$ cat config.mk
export PLATFORM = sky130hd
export DESIGN_NAME = ff_bank
export DESIGN_NICKNAME = d
export VERILOG_FILES = /design/src/rtl/ff_bank.sv
export SDC_FILE = /design/constraint.sdc
export NUM_CORES = 1
export LEC_CHECK = 0
export CAP_MARGIN = 5
export CORE_MARGIN = 2
export CORE_UTILIZATION = 42
export DETAILED_ROUTE_END_ITERATION = 6
export PLACE_DENSITY = 0.8
export SLEW_MARGIN = 20
export SYNTH_ARGS = -nofsm -noshare
export SYNTH_HDL_FRONTEND = slang
export SYNTH_SLANG_ARGS = --single-unit
export TNS_END_PERCENT = 5
$ cat constraint.sdc
create_clock -name clk -period 1.6 [get_ports clk]
set_input_delay 0.32 -clock clk [delete_from_list [all_inputs] [get_ports clk]]
set_output_delay 0.32 -clock clk [all_outputs]
set_load 0.01 [all_outputs]
$ cat src/rtl/ff_bank.sv
// Bank of W run-time selectable SR/JK/D/T flip-flops with change flags,
// per-channel sticky illegal-SR flags and a saturating illegal-cycle counter.
module ff_bank #(
   parameter int             W       = 8,
   parameter logic [W-1:0]   RST_VAL = {W{1'b0}},
   parameter int             SR_PRIO = 0,
   parameter int             CNT_W   = 8
) (
   input  logic             clk,
   input  logic             rst,
   input  logic             en,
   input  logic [1:0]       mode,
   input  logic [W-1:0]     a,
   input  logic [W-1:0]     b,
   input  logic             err_clr,
   output logic [W-1:0]     q,
   output logic [W-1:0]     q_bar,
   output logic [W-1:0]     changed,
   output logic [W-1:0]     err_sticky,
   output logic [CNT_W-1:0] err_cnt
);

   localparam logic [1:0] MODE_SR = 2'b00;
   localparam logic [1:0] MODE_JK = 2'b01;
   localparam logic [1:0] MODE_D  = 2'b10;
   localparam logic [1:0] MODE_T  = 2'b11;
   localparam logic [CNT_W-1:0] CNT_MAX = {CNT_W{1'b1}};

   logic [W-1:0]     q_reg;
   logic [W-1:0]     q_next;
   logic [W-1:0]     changed_reg;
   logic [W-1:0]     sticky_reg;
   logic [W-1:0]     illegal;
   logic [CNT_W-1:0] cnt_reg;
   logic             any_illegal;

   for (genvar gi = 0; gi < W; gi++) begin : g_ch
      logic nq;

      always_comb begin
         nq = q_reg[gi];
         if (en) begin
            case (mode)
               MODE_SR: begin
                  case ({a[gi], b[gi]})
                     2'b01:   nq = 1'b0;
                     2'b10:   nq = 1'b1;
                     2'b11: begin
                        // S=R=1 resolved by the configured policy rather than going X
                        if (SR_PRIO == 1)      nq = 1'b1;
                        else if (SR_PRIO == 2) nq = 1'b0;
                        else                   nq = q_reg[gi];
                     end
                     default: nq = q_reg[gi];
                  endcase
               end
               MODE_JK: begin
                  case ({a[gi], b[gi]})
                     2'b01:   nq = 1'b0;
                     2'b10:   nq = 1'b1;
                     2'b11:   nq = ~q_reg[gi];
                     default: nq = q_reg[gi];
                  endcase
               end
               MODE_D:  nq = a[gi];
               MODE_T:  nq = q_reg[gi] ^ a[gi];
               default: nq = q_reg[gi];
            endcase
         end
      end

      assign q_next[gi]  = nq;
      assign illegal[gi] = en && (mode == MODE_SR) && a[gi] && b[gi];
   end

   assign any_illegal = |illegal;

   always_ff @(posedge clk) begin
      if (rst) begin
         q_reg       <= RST_VAL;
         changed_reg <= '0;
         sticky_reg  <= '0;
         cnt_reg     <= '0;
      end else begin
         q_reg       <= q_next;
         // q_next equals q_reg whenever en=0, so changed clears itself
         changed_reg <= q_next ^ q_reg;
         if (err_clr) begin
            sticky_reg <= illegal;
            cnt_reg    <= {{(CNT_W-1){1'b0}}, any_illegal};
         end else begin
            sticky_reg <= sticky_reg | illegal;
            if (any_illegal && (cnt_reg != CNT_MAX))
               cnt_reg <= cnt_reg + 1'b1;
         end
      end
   end

   assign q          = q_reg;
   assign q_bar      = ~q_reg;
   assign changed    = changed_reg;
   assign err_sticky = sticky_reg;
   assign err_cnt    = cnt_reg;

endmodule

==> flow_summary.toml, run 1 <==
[logic_synthesis]
synth_seq_cells = 32
yosysUniqueCellTypes = 45
synthArstFlopShare_pct = 0
synth_seq_area_share_pct = 32.6
synth_edf_count = 0
ys.flop_type = "dfxtp_1"
yosys.area.top_type = "dfxtp_1"
synth.avg_cell_area_um2 = 8.09
ys_top_cells_by_area = "dfxtp_1, a21oi_1, ha_1, nand2_1, inv_1"
synth_nets = 274
synthTopCellsByCount = "dfxtp_1, nand2_1, a21oi_1"
syn_inst = 243
synth_area_mm2 = 0.00197
yosys_warnings = 0
synth_top_area_share_pct = 32.6
yosysMostFrequentCell = "dfxtp_1"

[clocking]
cts_buffers = 5
hold_buffers = 0
clock_path_buffers = 2
cts-root-buf = "clkbuf_8"
clkLatencyLatePin_ns = 0.28
htree_levels = 2
clk_pin_slew_ns = 0.07
cts.sinks = 32
cts_tree = "done"

[setup_path]
worstPathCellList = "clkdlybuf4s50_1"
r2r_slack_ns = 0.10
worstSetupStartpointType = "flip-flop"
crit_path_max_fanout = 6
critPathRequiredTime_ns = 1.28
critPathBufInv = 1
arrival_ns = 1.25
worst_r2r_path_depth = 7
cp_slowest_cell = "clkdlybuf4s50_1"
max_stage_delay_ns = 0.56
end_kind = "primary output"
r2r-end = "err_cnt[7]$_SDFFE_PP0P_"
critical_path_class = "flip-flop to primary output"
reg2reg_from = "err_cnt[0]$_SDFFE_PP0P_"
cp-startpoint = "q[4]$_SDFF_PP0_"
critPathTopFamily = "buffers and inverters"

[layout]
nNetsFinal = 381
final_core_util_pct = 74.5
n_antenna_cell = 0
area_growth_pct = 68.3
drive_above_1_share_pct = 27.9

[die]
fp.dieArea_mm2 = 0.00525
die_h_um = 72.4
die_x_um = 72.4
start_util_pct = 44.3
core_mm2 = 0.00444
ios = 62
num_rows = 24

[routing]
avgRoutedWirePerCell_um = 15.8
drcViolationCount = 0
avgViaCountPerCell = 5.60
num_vias = 2258
drt_pass1_iterations = 5
ant_nets = 0
route.final.wire_length_mm = 6.37
initialDrtViolationCount = 199

[timing]
fmax_mhz = 635
skew_ns = 0.00374
slew_violations = 0
fin_crit_ns = 1.57
final.setup.worst_slack_ns = 0.0263
finalHoldViolations = 0
relSlewSlack_pct = 72.3
rsz0062_at_grt = "true"
tightest_slew_ns = 0.415
fin_crit_sh_pct = 98.4
setup_viol = 0

[global_route]
grt_pass1_wl_mm = 10.1
grt_pass1_vias = 2165
grt_antenna_before_repair = 0
grt-ovfl-total = 0
grt_max_degree = 23
grt_use_total_pct = 24.7

[placement]
port_buffers = 61
pre_cts_slack_ns = -0.554
gp_congestion = 0.863
dp_hpwl_mm = 4.27

[outcome]
status = "complete, no violations"

[power_and_ir_drop]
leakage_uw = 0.00151
ir_drop_mv = 0.554
cellPowerDensity_mw_per_mm2 = 702

[worst_hold_path]
min_path_cells = 2
holdPathEnd = "err_sticky[1]$_SDFF_PP0_"
min_path_type = "flip-flop to flip-flop"
hp-start = "err_sticky[1]$_SDFF_PP0_"

[flow_run]
cap_violations = 0
how the worst max path moves through the flow:
stage / depth (start not counted) / end / slack, ns
after floorplan: 7 / err_cnt[3]$_SDFFE_PP0P_ / -0.006
after global placement: 7 / err_cnt[3]$_SDFFE_PP0P_ / -0.52
after detailed placement: 8 / changed[2]$_SDFF_PP0_ / -0.55
after CTS: 7 / err_cnt[4]$_SDFFE_PP0P_ / -0.13
after global routing: 8 / changed[5]$_SDFF_PP0_ / -0.05
final: 1 / q[4] / 0.03
through the flow:
step	TNS, ns	std cells	cell area [um2]	total power, uW	hold slack [ns]
finish	0	403	3310	2320	0.462
global route	-0.145	403	3310	2410	0.486
CTS	-0.583	402	3220	2300	0.466
detailed placement	-11.27	386	2930	1400	0.456
global placement	-10.19	386	2930	1390	0.456
floorplan	-0.00615	243	1990	1130	0.489
report_power, final:
part / leakage (uW) / switching [uW] / total [uW] / internal, uW
Clock: 0.0000645 / 318 / 868 / 550
Sequential: 0.000264 / 30.2 / 864 / 834
Combinational: 0.00119 / 264 / 590 / 326
Total: 0.00151 / 612 / 2320 / 1710
layout by cell type, fill, tap and decap left out, types with 3 or more instances in the layout:
cell / synthesis / layout
buf_6: 1 / 3
inv_1: 21 / 20
dfxtp_1: 32 / 24
a22o_1: 3 / 3
ha_4: 0 / 3
o21ai_0: 8 / 5
o211ai_1: 4 / 4
clkbuf_8: 0 / 7
dfxtp_2: 0 / 8
mux2_2: 6 / 5
dlygate4sd2_1: 0 / 11
nor2b_1: 3 / 3
clkdlybuf4s50_1: 0 / 32
a222oi_1: 3 / 3
buf_4: 2 / 44
nand3_1: 5 / 5
nand4_1: 8 / 8
a32oi_1: 6 / 6
ha_1: 9 / 6
dlymetal6s2s_1: 0 / 13
and3b_1: 7 / 7
mux2i_1: 4 / 3
o31ai_1: 3 / 3
or2_2: 6 / 6
nand3b_1: 5 / 5
a21oi_1: 23 / 22
o22a_1: 3 / 3
o21ai_1: 0 / 3
nand2_1: 29 / 29
nor2_1: 17 / 17
layer usage:
layer	routed length, um	vias to the layer above	global-route usage, %
met5	0	-	0
met4	189	0	10.3
met3	354	19	4.72
met2	3070	83	41.6
met1	2750	1062	30.8
li1	-	1094	-
cell type report:
class / instances / area (um2)
Multi-Input combinational cell: 177 / 1300
Fill cell: 321 / 1130
Timing Repair Buffer: 112 / 1080
Sequential cell: 32 / 651
Clock buffer: 7 / 96.3
Inverter: 22 / 82.6
Tap cell: 52 / 65.1
Clock inverter: 1 / 30.0
cells by family (layout without fill, tap and decap cells):
| logic type | count (synthesis) | count (layout) | share of synthesized area (%) |
|---|---|---|---|
| simple gates | 95 | 95 | 27.2 |
| xor+xnor | 1 | 1 | 0.445 |
| fa+ha+maj | 9 | 9 | 5.73 |
| buf+inv | 34 | 142 | 7.44 |
| compound gates | 62 | 62 | 21.2 |
| flops | 32 | 32 | 32.6 |
| mux | 10 | 10 | 5.47 |
what timing repair did:
action                     in CTS  in global routing
cloned                          2                  0
setup endpoints to repair      31                 34
gates resized for setup        35                 35
pin swaps                       8                 13
setup buffers                   6                  3
No activity file was read; power rests on OpenSTA's default activity.
==> run 2, diff against run 1 <==
--- a/config.mk
+++ b/config.mk
@@ -6,9 +6,9 @@
 export NUM_CORES = 1
 export LEC_CHECK = 0
 export CAP_MARGIN = 5
-export CORE_MARGIN = 2
 export CORE_UTILIZATION = 42
 export DETAILED_ROUTE_END_ITERATION = 6
+export MAX_ROUTING_LAYER = met4
 export PLACE_DENSITY = 0.8
 export SLEW_MARGIN = 20
 export SYNTH_ARGS = -nofsm -noshare
==> flow_summary.toml, run 2 (same netlist as run 1, synthesis figures left out) <==
[setup_path]
cp_slowest_cell = "or3_1"
arrival_ns = 1.83
critPathRequiredTime_ns = 1.83
worstSetupPathDepth = 7
critPathTopFamily = "simple AND/OR/NAND/NOR gates"
worstSetupStartpointType = "primary input"
critical_path_class = "primary input to flip-flop"
max_stage_delay_ns = 0.37
worst_r2r_path_depth = 7
critPathBufInv = 2
worstPathCellList = "dlygate4sd2_1 -> buf_12 -> nor3b_4 -> o31ai_4 -> and3_4 -> or3_1 -> a21oi_1"
crit_path_max_fanout = 8
end_kind = "flip-flop"

[timing]
rsz0062_at_grt = "true"
fmax_mhz = 622
fin_tns_setup_ns = -0.00861
slew_violations = 0
setup_viol = 1
tightest_slew_ns = 0.471
relSlewSlack_pct = 68.4
final.setup.worst_slack_ns = -0.00861
finalHoldViolations = 0
fin_crit_ns = 1.61
fin_worst_hold_slack_ns = 0.363
fin_crit_sh_pct = 101
skew_ns = 0.00216

[layout]
n_antenna_cell = 0
finalInstanceArea_mm2 = 0.00312
drive_above_1_share_pct = 26.4
regArea_um2 = 654
multi_input_area_mm2 = 0.00123
mostFrequentLayoutCells = "buf_4, clkdlybuf4s50_1, nand2_1"
area_growth_pct = 58.6
final_common_cell = "buf_4"
final_core_util_pct = 70.7
fill_cells = 350
nNetsFinal = 380

[placement]
postPlaceCellArea_mm2 = 0.00297
port_buffers = 61
dp_hpwl_mm = 4.33
gp_congestion = 0.880

[die]
num_rows = 24
start_util_pct = 44.6
ios = 62
fp.dieArea_mm2 = 0.00496
die_h_um = 70.4
die_x_um = 70.4
core_mm2 = 0.00441

[clocking]
clkLatencyLatePin_ns = 0.29
cts_tree = "done"
cts-root-buf = "clkbuf_8"
clk_pin_slew_ns = 0.06
cts_buffers = 5
clock_path_buffers = 2
cts.sinks = 32
htree_levels = 2

[routing]
ant_nets = 0
initialDrtViolationCount = 177
avgRoutedWirePerCell_um = 15.0
drt_pass1_iterations = 5
avgViaCountPerCell = 5.56
num_vias = 2230
route.final.wire_length_mm = 6.00
drcViolationCount = 0

[power_and_ir_drop]
ir_drop_mv = 0.527
leakage_uw = 0.00137
fin_total_pwr_uw = 2020
cellPowerDensity_mw_per_mm2 = 648

[outcome]
status = "complete, but fails checks"
violations = "setup timing"

[worst_hold_path]
min_path_cells = 3
min_path_type = "primary input to flip-flop"

[global_route]
grt-ovfl-total = 0
grt_pass1_vias = 2021
grt_antenna_before_repair = 0
grt_pass1_wl_mm = 9.60
grt_use_total_pct = 25.1
grt_max_degree = 23

[flow_run]
cap_violations = 0
[run 2: changes by cell type in the layout (fill, tap and decap cells not counted), moves of 3 or more]
cell	change
dlymetal6s2s_1	-6
dfxtp_1	-3
dfxtp_2	+3
dlygate4sd2_1	+4
[run 2: path summary, 6_finish.rpt]
| path | start | endpoint | slack, ns |
|---|---|---|---|
| max reg2reg | err_cnt[1]$_SDFFE_PP0P_ | err_cnt[5]$_SDFFE_PP0P_ | 0.12 |
| min | b[4] | err_sticky[4]$_SDFF_PP0_ | 0.36 |
| min reg2reg | err_sticky[5]$_SDFF_PP0_ | err_sticky[5]$_SDFF_PP0_ | 0.48 |
| max | mode[1] | err_cnt[3]$_SDFFE_PP0P_ | -0.009 |
[run 2: timing repair]
item,in CTS,in global routing
pin swaps,9,9
endpoints found under the setup margin,34,24
resized for setup,32,29
hold buffers,0,0
buffers inserted,0,3
[run 2: worst reg2reg max path, delay by kind of cell, from the launching register on]
family | cells | cell delay (ns)
XOR/XNOR | 1 | 0.13
AO/OA/AOI/OAI | 2 | 0.41
flip-flops | 1 | 0.38
AND/OR/NAND/NOR | 1 | 0.05
adder cells (fa/ha/maj) | 1 | 0.19
buffers and inverters | 2 | 0.22
[run 2: layout make-up]
cell class / instances / area share (%)
multi-input combinational: 177 / 39.4
timing repair buffer: 111 / 32.4
sequential: 32 / 21.0
inverter: 22 / 2.65
clock buffer: 6 / 2.33
tap: 52 / 2.09
clock inverter: 1 / 0.160
[run 2: per-stage QoR]
step / worst slack, ns / cells
2_1_floorplan: -0.00615 / 243
3_3_place_gp: -0.502 / 391
3_5_place_dp: -0.525 / 391
4_1_cts: -0.0525 / 398
5_1_grt: -0.0655 / 401
6_report: -0.00861 / 401
[run 2: metal layers]
| metal | up-vias | global-route usage (%) | part of all wire (%) |
|---|---|---|---|
| met4 | 0 | 7.11 | 1.2 |
| li1 | 1091 | - | - |
| met2 | 78 | 41.1 | 49 |
| met3 | 9 | 4.76 | 5.1 |
| met1 | 1052 | 31.6 | 45 |
| met5 | - | - | 0 |
[run 2: where the power goes]
part	switching, uW	internal (uW)
Sequential	32.6	835
Combinational	252	303
Clock	304	295
Total	588	1430
==> run 3, diff against run 2 <==
--- a/config.mk
+++ b/config.mk
@@ -7,11 +7,13 @@
 export LEC_CHECK = 0
 export CAP_MARGIN = 5
 export CORE_UTILIZATION = 42
+export CTS_BUF_LIST = sky130_fd_sc_hd__clkbuf_16
 export DETAILED_ROUTE_END_ITERATION = 6
 export MAX_ROUTING_LAYER = met4
 export PLACE_DENSITY = 0.8
+export REMOVE_ABC_BUFFERS = 1
 export SLEW_MARGIN = 20
 export SYNTH_ARGS = -nofsm -noshare
 export SYNTH_HDL_FRONTEND = slang
 export SYNTH_SLANG_ARGS = --single-unit
-export TNS_END_PERCENT = 5
+export TNS_END_PERCENT = 1
==> flow_summary.toml, run 3 (same netlist as run 1, synthesis figures left out) <==
[placement]
postPlaceCellArea_mm2 = 0.00290
dp_hpwl_mm = 4.24
gp_congestion = 0.852
pre_cts_slack_ns = -0.672
port_buffers = 61

[global_route]
grt_max_degree = 19
grt_use_total_pct = 26.2
grt_pass1_vias = 2227
grt-ovfl-total = 0
grt_antenna_before_repair = 0
grt_pass1_wl_mm = 10.1

[setup_path]
worstPathCellList = "dlygate4sd2_1 -> a22o_1 -> o31ai_4 -> and3_4 -> o211ai_1 -> a21oi_1"
critPathRequiredTime_ns = 1.80
arrival_ns = 1.84
max_stage_delay_ns = 0.42
r2r_slack_ns = 0.06
crit_path_max_fanout = 7
worstSetupStartpointType = "primary input"
worst_r2r_path_depth = 6
r2r-end = "err_cnt[0]$_SDFFE_PP0P_"
end_kind = "flip-flop"
cp_slowest_cell = "o31ai_4"
critPathTopFamily = "compound AO/OA/AOI/OAI gates"
reg2reg_from = "err_cnt[0]$_SDFFE_PP0P_"
critical_path_class = "primary input to flip-flop"
critPathBufInv = 1

[layout]
final_common_cell = "buf_4"
finalInstanceArea_mm2 = 0.00333
nNetsFinal = 380
mostFrequentLayoutCells = "buf_4, clkdlybuf4s50_1, nand2_1"
drive_above_1_share_pct = 31.2
area_growth_pct = 69.3
n_antenna_cell = 0

[clocking]
hold_buffers = 0
cts-root-buf = "clkbuf_16"
cts.sinks = 32
cts_buffers = 5
clk_pin_slew_ns = 0.05
cts_tree = "done"
clkLatencyLatePin_ns = 0.28
clock_path_buffers = 2
htree_levels = 2

[power_and_ir_drop]
fin_total_pwr_uw = 2350
cellPowerDensity_mw_per_mm2 = 706
ir_drop_mv = 0.468
leakage_uw = 0.00138

[worst_hold_path]
hp-start = "b[6]"
min_path_cells = 3
holdPathEnd = "err_sticky[6]$_SDFF_PP0_"
min_path_type = "primary input to flip-flop"

[routing]
drt_pass1_iterations = 4
drt-met1-wl_mm = 2.97
initialDrtViolationCount = 219
ant_nets = 0
avgViaCountPerCell = 5.76
drcViolationCount = 0
route.met3.wl_um = 299
route.final.wire_length_mm = 6.87
num_vias = 2308
avgRoutedWirePerCell_um = 17.1
met2_length_mm = 3.44
top_layer = "met4"

[die]
ios = 62
core_mm2 = 0.00441
num_rows = 24
fp.dieArea_mm2 = 0.00496
start_util_pct = 44.6
die_h_um = 70.4
die_x_um = 70.4

[timing]
fin_crit_sh_pct = 103
final.setup.worst_slack_ns = -0.0404
fmax_mhz = 610
skew_ns = 0.00396
relSlewSlack_pct = 71.2
finalHoldViolations = 0
fin_crit_ns = 1.64
fin_worst_hold_slack_ns = 0.384
slew_violations = 0
setup_viol = 5
rsz0062_at_grt = "true"
tightest_slew_ns = 0.432
fin_tns_setup_ns = -0.0970

[outcome]
status = "complete, but fails checks"
violations = "setup timing"

[flow_run]
cap_violations = 0
==> run 3: cell count changes in the layout (fill, tap and decap cells not counted), sizes merged <==
cell           change
clkbuf             -2
clkdlybuf4s15      +1
clkdlybuf4s50      +5
bufbuf             +1
dlygate4sd2        -5
clkinv             +1
buf                +2
dlymetal6s2s       -3
==> run 3: per-stage QoR <==
step / util [%] / instances
2_1_floorplan: - / 231
3_3_place_gp: 65.6 / 383
3_5_place_dp: 65.6 / 383
4_1_cts: 70.9 / 396
5_1_grt: 75.4 / 401
6_report: 75.4 / 401
==> run 3: routing by layer <==
layer / vias up / global-route usage, %
met2: 93 / 43.1
met4: 0 / 8.89
li1: 1091 / -
met5: - / -
met1: 1105 / 31.4
met3: 19 / 6.06
==> run 3: cell type report <==
cell class                 count  area (um2)
multi-input combinational    177        1380
tap                           52        65.1
sequential                    32         652
inverter                      22        82.6
clock inverter                 2        7.51
timing repair buffer         111        1020
fill                         290        1080
clock buffer                   5         125
==> run 3: worst max-delay path by stage <==
stage	start	end	cells after the start
2_1_floorplan	mode[1]	err_cnt[3]$_SDFFE_PP0P_	5
3_3_place_gp	mode[1]	changed[5]$_SDFF_PP0_	7
3_5_place_dp	en	changed[4]$_SDFF_PP0_	6
4_1_cts	b[7]	changed[7]$_SDFF_PP0_	8
5_1_grt	b[2]	err_cnt[0]$_SDFFE_PP0P_	6
6_report	b[2]	err_cnt[0]$_SDFFE_PP0P_	6
==> run 3: worst reg2reg max path, delay by kind of cell (launching register included) <==
family / cells / cell delay [ns]
simple gates: 3 / 0.45
flops: 1 / 0.41
compound gates: 2 / 0.35
fa+ha+maj: 1 / 0.21
==> run 3: what timing repair did <==
| action | in CTS | in global routing |
|---|---|---|
| cloned | 1 | 1 |
| pin swaps | 7 | 13 |
| buffers inserted | 5 | 4 |
| resized for setup | 35 | 50 |
| endpoints found under the setup margin | 25 | 31 |
==> run 3: power by group <==
group | internal, uW | switching (uW)
Clock | 556 | 332
Combinational | 317 | 278
Sequential | 836 | 32.3
